--- src/rtl/slot_dispatch_seq_pkg.sv ---
// Shared encodings for the slot dispatch sequencer: slot status values and FSM states.
package slot_dispatch_seq_pkg;

   typedef enum logic [1:0] {
      SLOT_EMPTY = 2'd0,
      SLOT_READY = 2'd1,
      SLOT_DONE  = 2'd2,
      SLOT_ERROR = 2'd3
   } slot_status_e;

   typedef enum logic [2:0] {
      S_IDLE,
      S_FETCH,
      S_ISSUE,
      S_WAIT,
      S_WB,
      S_NEXT,
      S_FIN
   } state_e;

endpackage

--- src/rtl/slot_dispatch_seq_dma_cmd_issuer.sv ---
// One DMA channel: holds a command until accepted and collects sticky done/err flags
// for the transfer that command started.
module dma_cmd_issuer #(
   parameter int unsigned ADDR_WIDTH = 32,
   parameter int unsigned SIZE_WIDTH = 26
) (
   input  logic                  clk,
   input  logic                  rst_i,
   input  logic                  launch_i,
   input  logic                  capture_i,
   input  logic [ADDR_WIDTH-1:0] addr_i,
   input  logic [SIZE_WIDTH-1:0] size_i,
   output logic                  cmd_valid_o,
   input  logic                  cmd_ready_i,
   output logic [ADDR_WIDTH-1:0] cmd_addr_o,
   output logic [SIZE_WIDTH-1:0] cmd_size_o,
   input  logic                  xfer_done_i,
   input  logic                  xfer_err_i,
   output logic                  accepted_o,
   output logic                  finished_o,
   output logic                  err_o
);

   logic                  valid_q, valid_d;
   logic                  acc_q, acc_d;
   logic                  done_q, done_d;
   logic                  err_q, err_d;
   logic [ADDR_WIDTH-1:0] addr_q, addr_d;
   logic [SIZE_WIDTH-1:0] size_q, size_d;
   logic                  handshake;

   assign handshake = valid_q & cmd_ready_i;

   always_comb begin
      valid_d = valid_q;
      acc_d   = acc_q;
      done_d  = done_q;
      err_d   = err_q;
      addr_d  = addr_q;
      size_d  = size_q;
      if (launch_i) begin
         valid_d = 1'b1;
         acc_d   = 1'b0;
         done_d  = 1'b0;
         err_d   = 1'b0;
         addr_d  = addr_i;
         size_d  = size_i;
      end else begin
         if (handshake) begin
            valid_d = 1'b0;
            acc_d   = 1'b1;
         end
         // Completion pulses count even when they race the command handshake.
         if (capture_i && xfer_done_i) done_d = 1'b1;
         if (capture_i && xfer_err_i)  err_d  = 1'b1;
      end
   end

   always_ff @(posedge clk or posedge rst_i) begin
      if (rst_i) begin
         valid_q <= 1'b0;
         acc_q   <= 1'b0;
         done_q  <= 1'b0;
         err_q   <= 1'b0;
         addr_q  <= '0;
         size_q  <= '0;
      end else begin
         valid_q <= valid_d;
         acc_q   <= acc_d;
         done_q  <= done_d;
         err_q   <= err_d;
         addr_q  <= addr_d;
         size_q  <= size_d;
      end
   end

   assign cmd_valid_o = valid_q;
   assign cmd_addr_o  = addr_q;
   assign cmd_size_o  = size_q;
   assign accepted_o  = acc_q | handshake;
   assign finished_o  = done_q | err_q | (capture_i & (xfer_done_i | xfer_err_i));
   assign err_o       = err_q;

endmodule

--- src/rtl/slot_dispatch_seq.sv ---
// Walks every table slot once per start, runs MM2S+S2MM for READY slots and writes
// back final status plus the ISSUE/WAIT cycle count.
module slot_dispatch_seq
   import slot_dispatch_seq_pkg::*;
#(
   parameter int unsigned INDEX_WIDTH    = 2,
   parameter int unsigned SRC_ADDR_WIDTH = 32,
   parameter int unsigned SRC_SIZE_WIDTH = 26,
   parameter int unsigned DST_ADDR_WIDTH = 32,
   parameter int unsigned DST_SIZE_WIDTH = 26,
   parameter int unsigned STATUS_WIDTH   = 2,
   parameter int unsigned PROFILE_WIDTH  = 32
) (
   input  logic                      clk,
   input  logic                      reset,
   input  logic                      start,
   output logic                      busy,
   output logic                      done,
   output logic [INDEX_WIDTH-1:0]    tbl_rd_index,
   input  logic [SRC_ADDR_WIDTH-1:0] tbl_src_addr,
   input  logic [SRC_SIZE_WIDTH-1:0] tbl_src_size,
   input  logic [DST_ADDR_WIDTH-1:0] tbl_des_addr,
   input  logic [DST_SIZE_WIDTH-1:0] tbl_des_size,
   input  logic [STATUS_WIDTH-1:0]   tbl_status,
   output logic [INDEX_WIDTH-1:0]    tbl_wr_index,
   output logic [STATUS_WIDTH-1:0]   tbl_wr_status,
   output logic [PROFILE_WIDTH-1:0]  tbl_wr_profile,
   output logic                      tbl_set_status,
   output logic                      tbl_set_profile,
   output logic                      mm2s_cmd_valid,
   input  logic                      mm2s_cmd_ready,
   output logic [SRC_ADDR_WIDTH-1:0] mm2s_cmd_addr,
   output logic [SRC_SIZE_WIDTH-1:0] mm2s_cmd_size,
   output logic                      s2mm_cmd_valid,
   input  logic                      s2mm_cmd_ready,
   output logic [DST_ADDR_WIDTH-1:0] s2mm_cmd_addr,
   output logic [DST_SIZE_WIDTH-1:0] s2mm_cmd_size,
   input  logic                      mm2s_done,
   input  logic                      mm2s_err,
   input  logic                      s2mm_done,
   input  logic                      s2mm_err
);

   state_e                   state_q, state_d;
   logic [INDEX_WIDTH-1:0]   idx_q, idx_d;
   logic [PROFILE_WIDTH-1:0] prof_q, prof_d;
   logic                     zero_err_q, zero_err_d;

   logic launch, capture;
   logic mm_acc, mm_fin, mm_err_flag;
   logic s2_acc, s2_fin, s2_err_flag;
   logic [PROFILE_WIDTH-1:0] prof_inc;

   assign capture  = (state_q == S_ISSUE) || (state_q == S_WAIT);
   assign prof_inc = (prof_q == '1) ? prof_q : prof_q + PROFILE_WIDTH'(1);

   dma_cmd_issuer #(
      .ADDR_WIDTH(SRC_ADDR_WIDTH),
      .SIZE_WIDTH(SRC_SIZE_WIDTH)
   ) u_mm2s (
      .clk         (clk),
      .rst_i       (reset),
      .launch_i    (launch),
      .capture_i   (capture),
      .addr_i      (tbl_src_addr),
      .size_i      (tbl_src_size),
      .cmd_valid_o (mm2s_cmd_valid),
      .cmd_ready_i (mm2s_cmd_ready),
      .cmd_addr_o  (mm2s_cmd_addr),
      .cmd_size_o  (mm2s_cmd_size),
      .xfer_done_i (mm2s_done),
      .xfer_err_i  (mm2s_err),
      .accepted_o  (mm_acc),
      .finished_o  (mm_fin),
      .err_o       (mm_err_flag)
   );

   dma_cmd_issuer #(
      .ADDR_WIDTH(DST_ADDR_WIDTH),
      .SIZE_WIDTH(DST_SIZE_WIDTH)
   ) u_s2mm (
      .clk         (clk),
      .rst_i       (reset),
      .launch_i    (launch),
      .capture_i   (capture),
      .addr_i      (tbl_des_addr),
      .size_i      (tbl_des_size),
      .cmd_valid_o (s2mm_cmd_valid),
      .cmd_ready_i (s2mm_cmd_ready),
      .cmd_addr_o  (s2mm_cmd_addr),
      .cmd_size_o  (s2mm_cmd_size),
      .xfer_done_i (s2mm_done),
      .xfer_err_i  (s2mm_err),
      .accepted_o  (s2_acc),
      .finished_o  (s2_fin),
      .err_o       (s2_err_flag)
   );

   always_comb begin
      state_d         = state_q;
      idx_d           = idx_q;
      prof_d          = prof_q;
      zero_err_d      = zero_err_q;
      launch          = 1'b0;
      done            = 1'b0;
      tbl_wr_index    = '0;
      tbl_wr_status   = '0;
      tbl_wr_profile  = '0;
      tbl_set_status  = 1'b0;
      tbl_set_profile = 1'b0;
      unique case (state_q)
         S_IDLE: begin
            if (start) begin
               idx_d   = '0;
               state_d = S_FETCH;
            end
         end
         S_FETCH: begin
            prof_d     = '0;
            zero_err_d = 1'b0;
            if (tbl_status != STATUS_WIDTH'(SLOT_READY)) begin
               state_d = S_NEXT;
            end else if ((tbl_src_size == '0) || (tbl_des_size == '0)) begin
               zero_err_d = 1'b1;
               state_d    = S_WB;
            end else begin
               launch  = 1'b1;
               state_d = S_ISSUE;
            end
         end
         S_ISSUE: begin
            prof_d = prof_inc;
            if (mm_acc && s2_acc) state_d = S_WAIT;
         end
         S_WAIT: begin
            prof_d = prof_inc;
            if (mm_fin && s2_fin) state_d = S_WB;
         end
         S_WB: begin
            tbl_wr_index    = idx_q;
            tbl_set_status  = 1'b1;
            tbl_set_profile = 1'b1;
            tbl_wr_profile  = prof_q;
            // Issuer flags are stale on the zero-size path, but that path is ERROR anyway.
            tbl_wr_status   = (zero_err_q || mm_err_flag || s2_err_flag) ?
                              STATUS_WIDTH'(SLOT_ERROR) : STATUS_WIDTH'(SLOT_DONE);
            state_d         = S_NEXT;
         end
         S_NEXT: begin
            if (idx_q == '1) begin
               state_d = S_FIN;
            end else begin
               idx_d   = idx_q + INDEX_WIDTH'(1);
               state_d = S_FETCH;
            end
         end
         S_FIN: begin
            done    = 1'b1;
            state_d = S_IDLE;
         end
         default: state_d = S_IDLE;
      endcase
   end

   always_ff @(posedge clk or posedge reset) begin
      if (reset) begin
         state_q    <= S_IDLE;
         idx_q      <= '0;
         prof_q     <= '0;
         zero_err_q <= 1'b0;
      end else begin
         state_q    <= state_d;
         idx_q      <= idx_d;
         prof_q     <= prof_d;
         zero_err_q <= zero_err_d;
      end
   end

   assign busy         = (state_q != S_IDLE) && (state_q != S_FIN);
   assign tbl_rd_index = idx_q;

endmodule
--- config.mk ---
export PLATFORM = sky130hd
export DESIGN_NAME = slot_dispatch_seq
export DESIGN_NICKNAME = d
export VERILOG_FILES = /design/src/rtl/slot_dispatch_seq_pkg.sv /design/src/rtl/slot_dispatch_seq_dma_cmd_issuer.sv /design/src/rtl/slot_dispatch_seq.sv
export SDC_FILE = /design/constraint.sdc
export NUM_CORES = 1
export LEC_CHECK = 0
export CAP_MARGIN = 10
export CORE_ASPECT_RATIO = 1.25
export CORE_UTILIZATION = 39
export DETAILED_ROUTE_END_ITERATION = 16
export GPL_TIMING_DRIVEN = 1
export PLACE_DENSITY = 0.8
export SETUP_SLACK_MARGIN = 0.2
export SLEW_MARGIN = 20
export SYNTH_ARGS = -nofsm -noshare
export SYNTH_HDL_FRONTEND = slang
export SYNTH_SLANG_ARGS = --single-unit
--- constraint.sdc ---
create_clock -name clk -period 5.4 [get_ports clk]
set_input_delay 1.08 -clock clk [delete_from_list [all_inputs] [get_ports clk]]
set_output_delay 1.08 -clock clk [all_outputs]
set_load 0.02 [all_outputs]
* After elaboration in Yosys (flattened, before gate mapping) *
Cells that the tools add are included.

operators by class
  bitwise logic cells = 12
  eq/ne operators = 15
  add/subtract/negate cells = 2
  reduce and logical (&&, ||, !) cells = 27
  muxes and demuxes = 39

operator list
  kind                                            count
  2-to-1 mux 32 bit                               2
  one-hot mux 32 bit (2 select lines)             1
  zero test 26 bit                                2
  adder 32 x 1 -> 32 bit (second input constant)  1
  == test 32 bit (second input constant)          1
  2-to-1 mux 1 bit                                24
  2-to-1 mux 3 bit                                6
  one-hot mux 3 bit (6 select lines)              1
  nonzero test 2 bit                              8
  == test 3 bit (second input constant)           3
  2-to-1 mux 2 bit                                4
  OR 1 bit                                        8
  logical AND 1 bit                               7
  == test 3 x 2 -> 1 bit (second input constant)  2
  != test 2 x 1 -> 1 bit (second input constant)  3
  != test 2 bit (second input constant)           3
  AND reduction 3 bit                             2
  bitwise AND 1 bit                               4
  logical OR 1 bit                                4
  one-hot mux 2 bit (2 select lines)              1
  == test 3 x 1 -> 1 bit (second input constant)  1
  zero test 3 bit                                 1
  != test 3 bit (second input constant)           1
  nonzero test 3 bit                              1
  other kinds (4)                                 4

word-level totals
  register bits after elaboration = 162
  word-level logic and storage cells = 111
  output and inout port bits = 160

* Depth between registers and ports, before layout *
Gate-level depths: netlist of the first run.

  word-level depth = 7
  depth in mapped cells = 9
  mapped depth without buffers = 6

* Hierarchy *
A second synthesis of the first run with hierarchy kept.

unflattened totals
  cells, all modules = 583
  area, all modules = 7758.7 um^2

modules (own cells, without submodules)
  module             instances  seq. area each (um^2)  area an instance (um^2)  cells an instance
  dma_cmd_issuer     2          1551.5                 2596.2                   139
  slot_dispatch_seq  1          950.9                  2566.2                   305

* Worst setup path after synthesis of the first run *
OpenSTA, ideal clock, no wires.

  kind = input to register
  start = input port tbl_src_size[1]
  end = register u_mm2s.size_q[0] (netlist: u_mm2s.cmd_size_o[0])
  path buffers = 2
  library setup time = 0.125 ns
  arrival time = 2.751 ns
  path slack = 2.524 ns
  stages on the path = 7
  required time = 5.275 ns
  cells stage by stage = nor4_1 -> nand4_1 -> o22ai_1 -> nand2b_1 -> buf_2 -> buf_1 -> mux2_2

on the way
  cells in the longest elaborated chain, start to end = 5

ends and longest elaborated chain
  element               line                                    source
  from (decl)           slot_dispatch_seq.sv:21                 input logic [SRC_SIZE_WIDTH-1:0] tbl_src_size,
  zero test 26 bit      slot_dispatch_seq.sv:123                end else if ((tbl_src_size == '0) || (tbl_des_size == '0)) begin
  logical OR 1 bit      slot_dispatch_seq.sv:123
  2-to-1 mux 1 bit      slot_dispatch_seq.sv:123
  2-to-1 mux 1 bit      slot_dispatch_seq.sv:121                if (tbl_status != STATUS_WIDTH'(SLOT_READY)) begin
  2-to-1 mux 1 bit      slot_dispatch_seq.sv:111                unique case (state_q)
  to (signal assigned)  slot_dispatch_seq_dma_cmd_issuer.sv:73  size_q <= size_d;
  to (decl)             slot_dispatch_seq_dma_cmd_issuer.sv:29  logic [SIZE_WIDTH-1:0] size_q, size_d;

Every way passes these cells.
A chain may end at the register's enable or synchronous reset.

* Worst setup path in the final report of the first run *
  start = register state_q[2]
  end = output port tbl_wr_status[0]

on the way
  cells in the longest elaborated chain, start to end = 2

ends and longest elaborated chain
  element                 line                      source
  from (decl)             slot_dispatch_seq.sv:44   state_e state_q, state_d;
  from (signal assigned)  slot_dispatch_seq.sv:172  state_q <= state_d;
  == test 3 bit           slot_dispatch_seq.sv:111
  2-to-1 mux 2 bit        slot_dispatch_seq.sv:111
  to (decl)               slot_dispatch_seq.sv:26   output logic [STATUS_WIDTH-1:0] tbl_wr_status,

Every way passes these cells.

==> flow_metrics.tcl, run 1 <==
set metrics [dict create \
    root_buffer "clkbuf_16" \
    grt_setup_unrepaired "false" \
    final.setup.worst_slack_ns 1.629 \
    worst_r2r_startpoint "state_q[0]" \
    synth_seq_cells 162 \
    cts.path.max_buffers 2 \
    crit_path_start_kind "register" \
    syn_nets 713 \
    worst_ir_drop_vdd_mv 0.3645 \
    worst_r2r_path_depth 5 \
    post_drt_via_cell_ratio 5.228 \
    place.gp.congestion 0.8119 \
    avgRoutedWirePerCell_um 18.28 \
    crit_start "state_q[2]" \
    dr_total_vias 5793 \
    most-common-layout-cells "clkdlybuf4s50_1, dfrtp_1, mux2_2" \
    timing_worst_setup_path_type "reg2out" \
    detail_route.drc_violations 0 \
    path_max_fanout 32 \
    worstHoldPathType "reg2reg" \
    cts_hold_buffers 0 \
    rows 55 \
    placement.io_buffers 286 \
    antenna_found_initial 0 \
    cts_resized 0 \
    max-slew-margin-rel_pct 30.10 \
    worst_path_largest_cell_delay_ns 0.64 \
    grt_overflow 0 \
    layout.cells.most_common "clkdlybuf4s50_1" \
    crit_path_required_time_ns 4.32 \
    critical-path-slowest-cell "clkdlybuf4s50_1" \
    arrival_ns 2.69 \
    timing.critical_path.to "tbl_wr_status[0]" \
    timing.final.setup_violations 0 \
    number_of_global_route_vias_before_repair 5974 \
    final.period_utilization_pct 69.84 \
    dpl.hpwl_um 14980 \
    post_synth_instance_area_um2 7157 \
    die_outline_width_um 123.2 \
    firstDrtPassIters 4 \
    synth_enable_flop_cells 0 \
    fraction_of_the_yosys_area_taken_by_sequential_cells_pct 56.64 \
    place_inst 1075 \
    grt_first_pass_wirelength_um 31580 \
    drive_above_1_share_pct 19.32 \
    design.portCount 287 \
    core_area_um2 18030 \
    path_clk_slew_ns 0.06 \
    syn-mean-instance-area_um2 12.25 \
    drv.max_cap_violation_count 0 \
    total_leakage_power_nw 4.358 \
    antenna_violating_nets_post_route 0 \
    track_usage_pct 21.98 \
    initial_utilization_pct 39.69 \
    cts.repair_timing.setup_buffer_count 0 \
    cts-htree-levels 4 \
    tritoncts "done" \
    final.min_clock_period_ns 3.771 \
    tns_ns 0 \
    rrSetupSlack_ns 2.60 \
    max_slew.worst_pin.slew_ns 1.040 \
    fin_hold_ws_ns 0.4941 \
    clock-sinks 162 \
    pwr_dens_nw_per_um2 539.0 \
    run_status "complete, no violations" \
    insertedDiodeCount 0 \
    syn2layout_area_growth_pct 51.75 \
    hold_violations 0 \
    synth-warning-count 0 \
    finalNetCount 996 \
    syn_inst 584 \
    final-max-slew-violation-count 0 \
    count_of_routing_violations_after_the_opening_detailed_route_iteration 296 \
    synthArstFlopShare_pct 100.0 \
    grt_start_max_net_pins 89 \
    dieArea_um2 18900 \
    yosys_most_used_dff "dfrtp_1" \
    skew_ns 0.01413 \
    path_cells "nor3b_2 -> buf_4 -> o31a_1 -> clkdlybuf4s50_1" \
    cp-end-kind "primary output" \
    cts_made_buffers 17 \
    post_layout_nonfiller_instances 1108 \
    dieHeight_um 153.5 \
    synth.lib_cells_used.distinct 53 \
    worst_skew_pair.late_latency_ns 0.42 \
    totalWireLength_um 20260 \
    r2r-end "u_s2mm.cmd_addr_o[11]" \
    dp_slack_ns 1.696 \
    max_clock_freq_mhz 265.2 \
]
==> critical path: cells and delay by family (launching register included) <==
kind,cells,cell delay (ns)
simple gates,1,0.47
compound gates,1,0.19
flops,1,0.60
buf+inv,2,1.01
==> how the worst min path moves through the flow <==
stage | startpoint | end | depth (start not counted)
4_1_cts | u_s2mm.acc_q | u_s2mm.acc_q | 2
3_3_place_gp | u_mm2s.acc_q | u_mm2s.acc_q | 2
2_1_floorplan | u_s2mm.acc_q | u_s2mm.acc_q | 2
3_5_place_dp | u_mm2s.acc_q | u_mm2s.acc_q | 2
5_1_grt | u_mm2s.done_q | u_mm2s.done_q | 2
6_report | u_mm2s.done_q | u_mm2s.done_q | 2
==> power breakdown <==
| part | total, mW | switching [mW] | internal, mW | leakage (nW) |
|---|---|---|---|---|
| logic | 2.62 | 1.29 | 1.33 | 2.06 |
| registers | 1.99 | 0.292 | 1.70 | 2.00 |
| clock network | 1.24 | 0.530 | 0.711 | 0.298 |
==> cells by family after synthesis <==
logic type	count (synthesis)	share of synthesized area, %
and+or+nand+nor	180	14.18
DFF	162	56.64
muxes	118	18.53
AOI/OAI and AO/OA	80	7.326
buffers and inverters	40	2.727
xor gates and xnor gates	2	0.2448
adders and majority gates	2	0.3496
==> cell usage after synthesis (all sizes together) (11+ instances only) <==
cell type / count / share of area [%]
dfrtp: 162 / 57
mux2: 116 / 18
and2: 35 / 3.1
a21oi: 27 / 1.9
nor2: 26 / 1.4
nand2: 25 / 1.3
buf: 17 / 1.5
nand3: 17 / 1.2
o21ai: 17 / 1.2
nor4: 15 / 1.4
clkbuf: 14 / 0.73
or4: 12 / 1.3
nor3: 11 / 0.84
or3: 11 / 0.96
==> sequential cells by signal (all words and copies together) (netlist names), 2 cells and up <==
signal and cells:
state_q 3, u_s2mm.cmd_addr_o 32, u_mm2s.cmd_addr_o 32, prof_q 32, tbl_rd_index 2, u_mm2s.cmd_size_o 26
u_s2mm.cmd_size_o 26
==> through the flow <==
step	utilization, %	power [mW]	instance area [um2]
after floorplan	-	3.321	7161
after global placement	56.81	4.577	10240
after detailed placement	56.81	4.631	10240
after CTS	60.17	5.906	10850
after global routing	60.24	6.124	10860
final	60.24	5.854	10860
==> per-layer routing <==
metal  vias to the layer above  routed length (um)  share of wire [%]  track usage (%)
met4                         0                 616                3.0            9.811
met3                        32                1539                7.6            7.463
met5                         -                   0                  0                0
li1                       2709                   -                  -                -
met2                       220               10450                 52            37.22
met1                      2832                7647                 38            24.64
==> cell type report <==
class / count / area (um2)
clock inverter: 14 / 167.7
multi-input combinational: 382 / 2930
clock buffer: 18 / 439.2
timing repair buffer: 295 / 2947
fill: 1479 / 7169
inverter: 9 / 37.54
sequential: 162 / 4054
tap: 228 / 285.3
No activity file was read; power rests on OpenSTA's default activity.
==> inputs of run 2 (changes only) <==
--- a/config.mk
+++ b/config.mk
@@ -7,10 +7,10 @@
 export LEC_CHECK = 0
 export CAP_MARGIN = 10
 export CORE_ASPECT_RATIO = 1.25
-export CORE_UTILIZATION = 39
+export CORE_UTILIZATION = 44
 export DETAILED_ROUTE_END_ITERATION = 16
 export GPL_TIMING_DRIVEN = 1
-export PLACE_DENSITY = 0.8
+export PLACE_DENSITY = 0.85
 export SETUP_SLACK_MARGIN = 0.2
 export SLEW_MARGIN = 20
 export SYNTH_ARGS = -nofsm -noshare
==> constraint.sdc (replaced) <==
create_clock -name clk -period 3.8 [get_ports clk]
set_input_delay 0.76 -clock clk [delete_from_list [all_inputs] [get_ports clk]]
set_output_delay 0.76 -clock clk [all_outputs]
set_load 0.02 [all_outputs]
==> flow_metrics.tcl, run 2 (synthesis results as in run 1) <==
set metrics [dict create \
    grt_first_pass_wirelength_um 32040 \
    p_switching_mw 2.969 \
    r2r-end "u_mm2s.cmd_addr_o[31]" \
    design.portCount 287 \
    timing_worst_setup_path_type "reg2out" \
    final-max-slew-violation-count 0 \
    globalRouteMet2Util_pct 44.80 \
    cts.repair_timing.setup_buffer_count 0 \
    seqPwrFrac_pct 33.7 \
    track_usage_pct 25.55 \
    finalNetCount 997 \
    p_sw_share_pct 35.25 \
    die_outline_width_um 116.1 \
    cts-htree-levels 4 \
    intPower_mw 5.454 \
    grt_setup_unrepaired "false" \
    path_clk_slew_ns 0.06 \
    root_buffer "clkbuf_16" \
    most-common-layout-cells "clkdlybuf4s50_1, dfrtp_1, mux2_2" \
    path_cells "nor3b_2 -> buf_4 -> and2_1 -> clkdlybuf4s50_1" \
    total_leakage_power_nw 4.367 \
    firstDrtPassIters 4 \
    dr_total_vias 5862 \
    tritoncts "done" \
    max_clock_freq_mhz 322.6 \
    clock_power_share_pct 21.9 \
    path_max_fanout 28 \
    power.combinational.fraction_pct 44.3 \
    number_of_global_route_vias_before_repair 6132 \
    skew_ns 0.009668 \
    arrival_ns 2.34 \
    antenna_violating_nets_post_route 0 \
    crit_path_required_time_ns 3.04 \
    syn2layout_area_growth_pct 52.12 \
    max-slew-margin-rel_pct 39.44 \
    crit_path_start_kind "register" \
    gr_busiest_metal "met2" \
    pwr_dens_nw_per_um2 773.7 \
    cp-end-kind "primary output" \
    antenna_found_initial 2 \
    met3_usage_pct 9.220 \
    fin_util_pct 69.07 \
    timing.final.setup_violations 0 \
    core_area_um2 15760 \
    critical-path-slowest-cell "clkdlybuf4s50_1" \
    layout.cells.most_common "clkdlybuf4s50_1" \
    grt_overflow 0 \
    place.gp.congestion 0.8263 \
    drv.max_cap_violation_count 0 \
    clock-sinks 162 \
    worstHoldPathType "reg2reg" \
    worst_skew_pair.late_latency_ns 0.42 \
    worst_ir_drop_vdd_mv 0.5292 \
    final.period_utilization_pct 81.57 \
    count_of_routing_violations_after_the_opening_detailed_route_iteration 305 \
    crit_start "state_q[2]" \
    final.min_clock_period_ns 3.100 \
    worst_path_largest_cell_delay_ns 0.61 \
    cts_hold_buffers 0 \
    dpl.hpwl_um 14830 \
    grt_use_met1_pct 28.05 \
    placement.io_buffers 286 \
    cts_resized 0 \
    detail_route.drc_violations 0 \
    final.setup.worst_slack_ns 0.7003 \
    totalWireLength_um 20720 \
    run_status "complete, no violations" \
    dieArea_um2 16780 \
    timing.critical_path.to "tbl_wr_profile[8]" \
    rows 51 \
    dieHeight_um 144.6 \
    worst_r2r_startpoint "state_q[0]" \
    rrSetupSlack_ns 1.14 \
    grt_start_max_net_pins 163 \
    tns_ns 0 \
    initial_utilization_pct 45.41 \
    avgRoutedWirePerCell_um 18.92 \
    hold_violations 0 \
    cts_made_buffers 17 \
    drive_above_1_share_pct 19.18 \
    cts.path.max_buffers 2 \
    dp_slack_ns 0.3410 \
    worst_r2r_path_depth 5 \
    num-fill-cells 1160 \
    max_slew.worst_pin.slew_ns 0.9083 \
    post_drt_via_cell_ratio 5.353 \
]
run 2: final cells by class:
class	instances	area (um2)	share of cell area [%]
diodes	2	5.005	0.04597
clock buffers	20	456.7	4.195
clock inverters	12	181.4	1.666
inverters	9	37.54	0.3448
multi-input cells	382	2924	26.86
flip-flops and latches	162	4054	37.24
well taps	212	265.3	2.436
repair buffers	296	2963	27.22
run 2: stage by stage:
stage / hold WS [ns] / total power, mW / cell area (um2) / std cells
2_1_floorplan: 0.4491 / 4.719 / 7161 / 584
3_3_place_gp: 0.4684 / 6.497 / 10240 / 1061
3_5_place_dp: 0.4782 / 6.593 / 10240 / 1061
4_1_cts: 0.4940 / 8.492 / 10880 / 1093
5_1_grt: 0.5235 / 8.812 / 10880 / 1094
6_report: 0.4891 / 8.423 / 10890 / 1095
run 2: worst min path at each step:
| stage | startpoint | end | slack [ns] | cells after the start |
|---|---|---|---|---|
| finish | u_mm2s.acc_q | u_mm2s.acc_q | 0.49 | 2 |
| CTS | u_mm2s.acc_q | u_mm2s.acc_q | 0.49 | 2 |
| floorplan | u_s2mm.acc_q | u_s2mm.acc_q | 0.45 | 2 |
| global placement | u_s2mm.acc_q | u_s2mm.acc_q | 0.47 | 2 |
| detailed placement | u_mm2s.acc_q | u_mm2s.acc_q | 0.48 | 2 |
| global route | u_s2mm.acc_q | u_s2mm.acc_q | 0.52 | 2 |
run 2: worst max-delay path, delay by kind of cell (launching register included):
kind,cells,cell delay [ns]
buf+inv,2,0.87
flops,1,0.59
simple gates,2,0.46
run 2: power groups by stage:
stage | clock network, mW | registers [mW] | logic [mW]
after global placement | 0 | 2.82 | 3.68
after detailed placement | 0 | 2.85 | 3.74
after CTS | 1.88 | 2.84 | 3.77
final | 1.85 | 2.84 | 3.73
after floorplan | 0 | 3.58 | 1.14
after global routing | 1.94 | 2.94 | 3.93
run 2: metal layers:
| metal | wire length [um] | part of all wire [%] | vias to the layer above |
|---|---|---|---|
| li1 | - | - | 2705 |
| met1 | 7468 | 36 | 2904 |
| met2 | 11140 | 54 | 215 |
| met3 | 1598 | 7.7 | 38 |
| met4 | 508 | 2.5 | 0 |
| met5 | 0 | 0 | - |
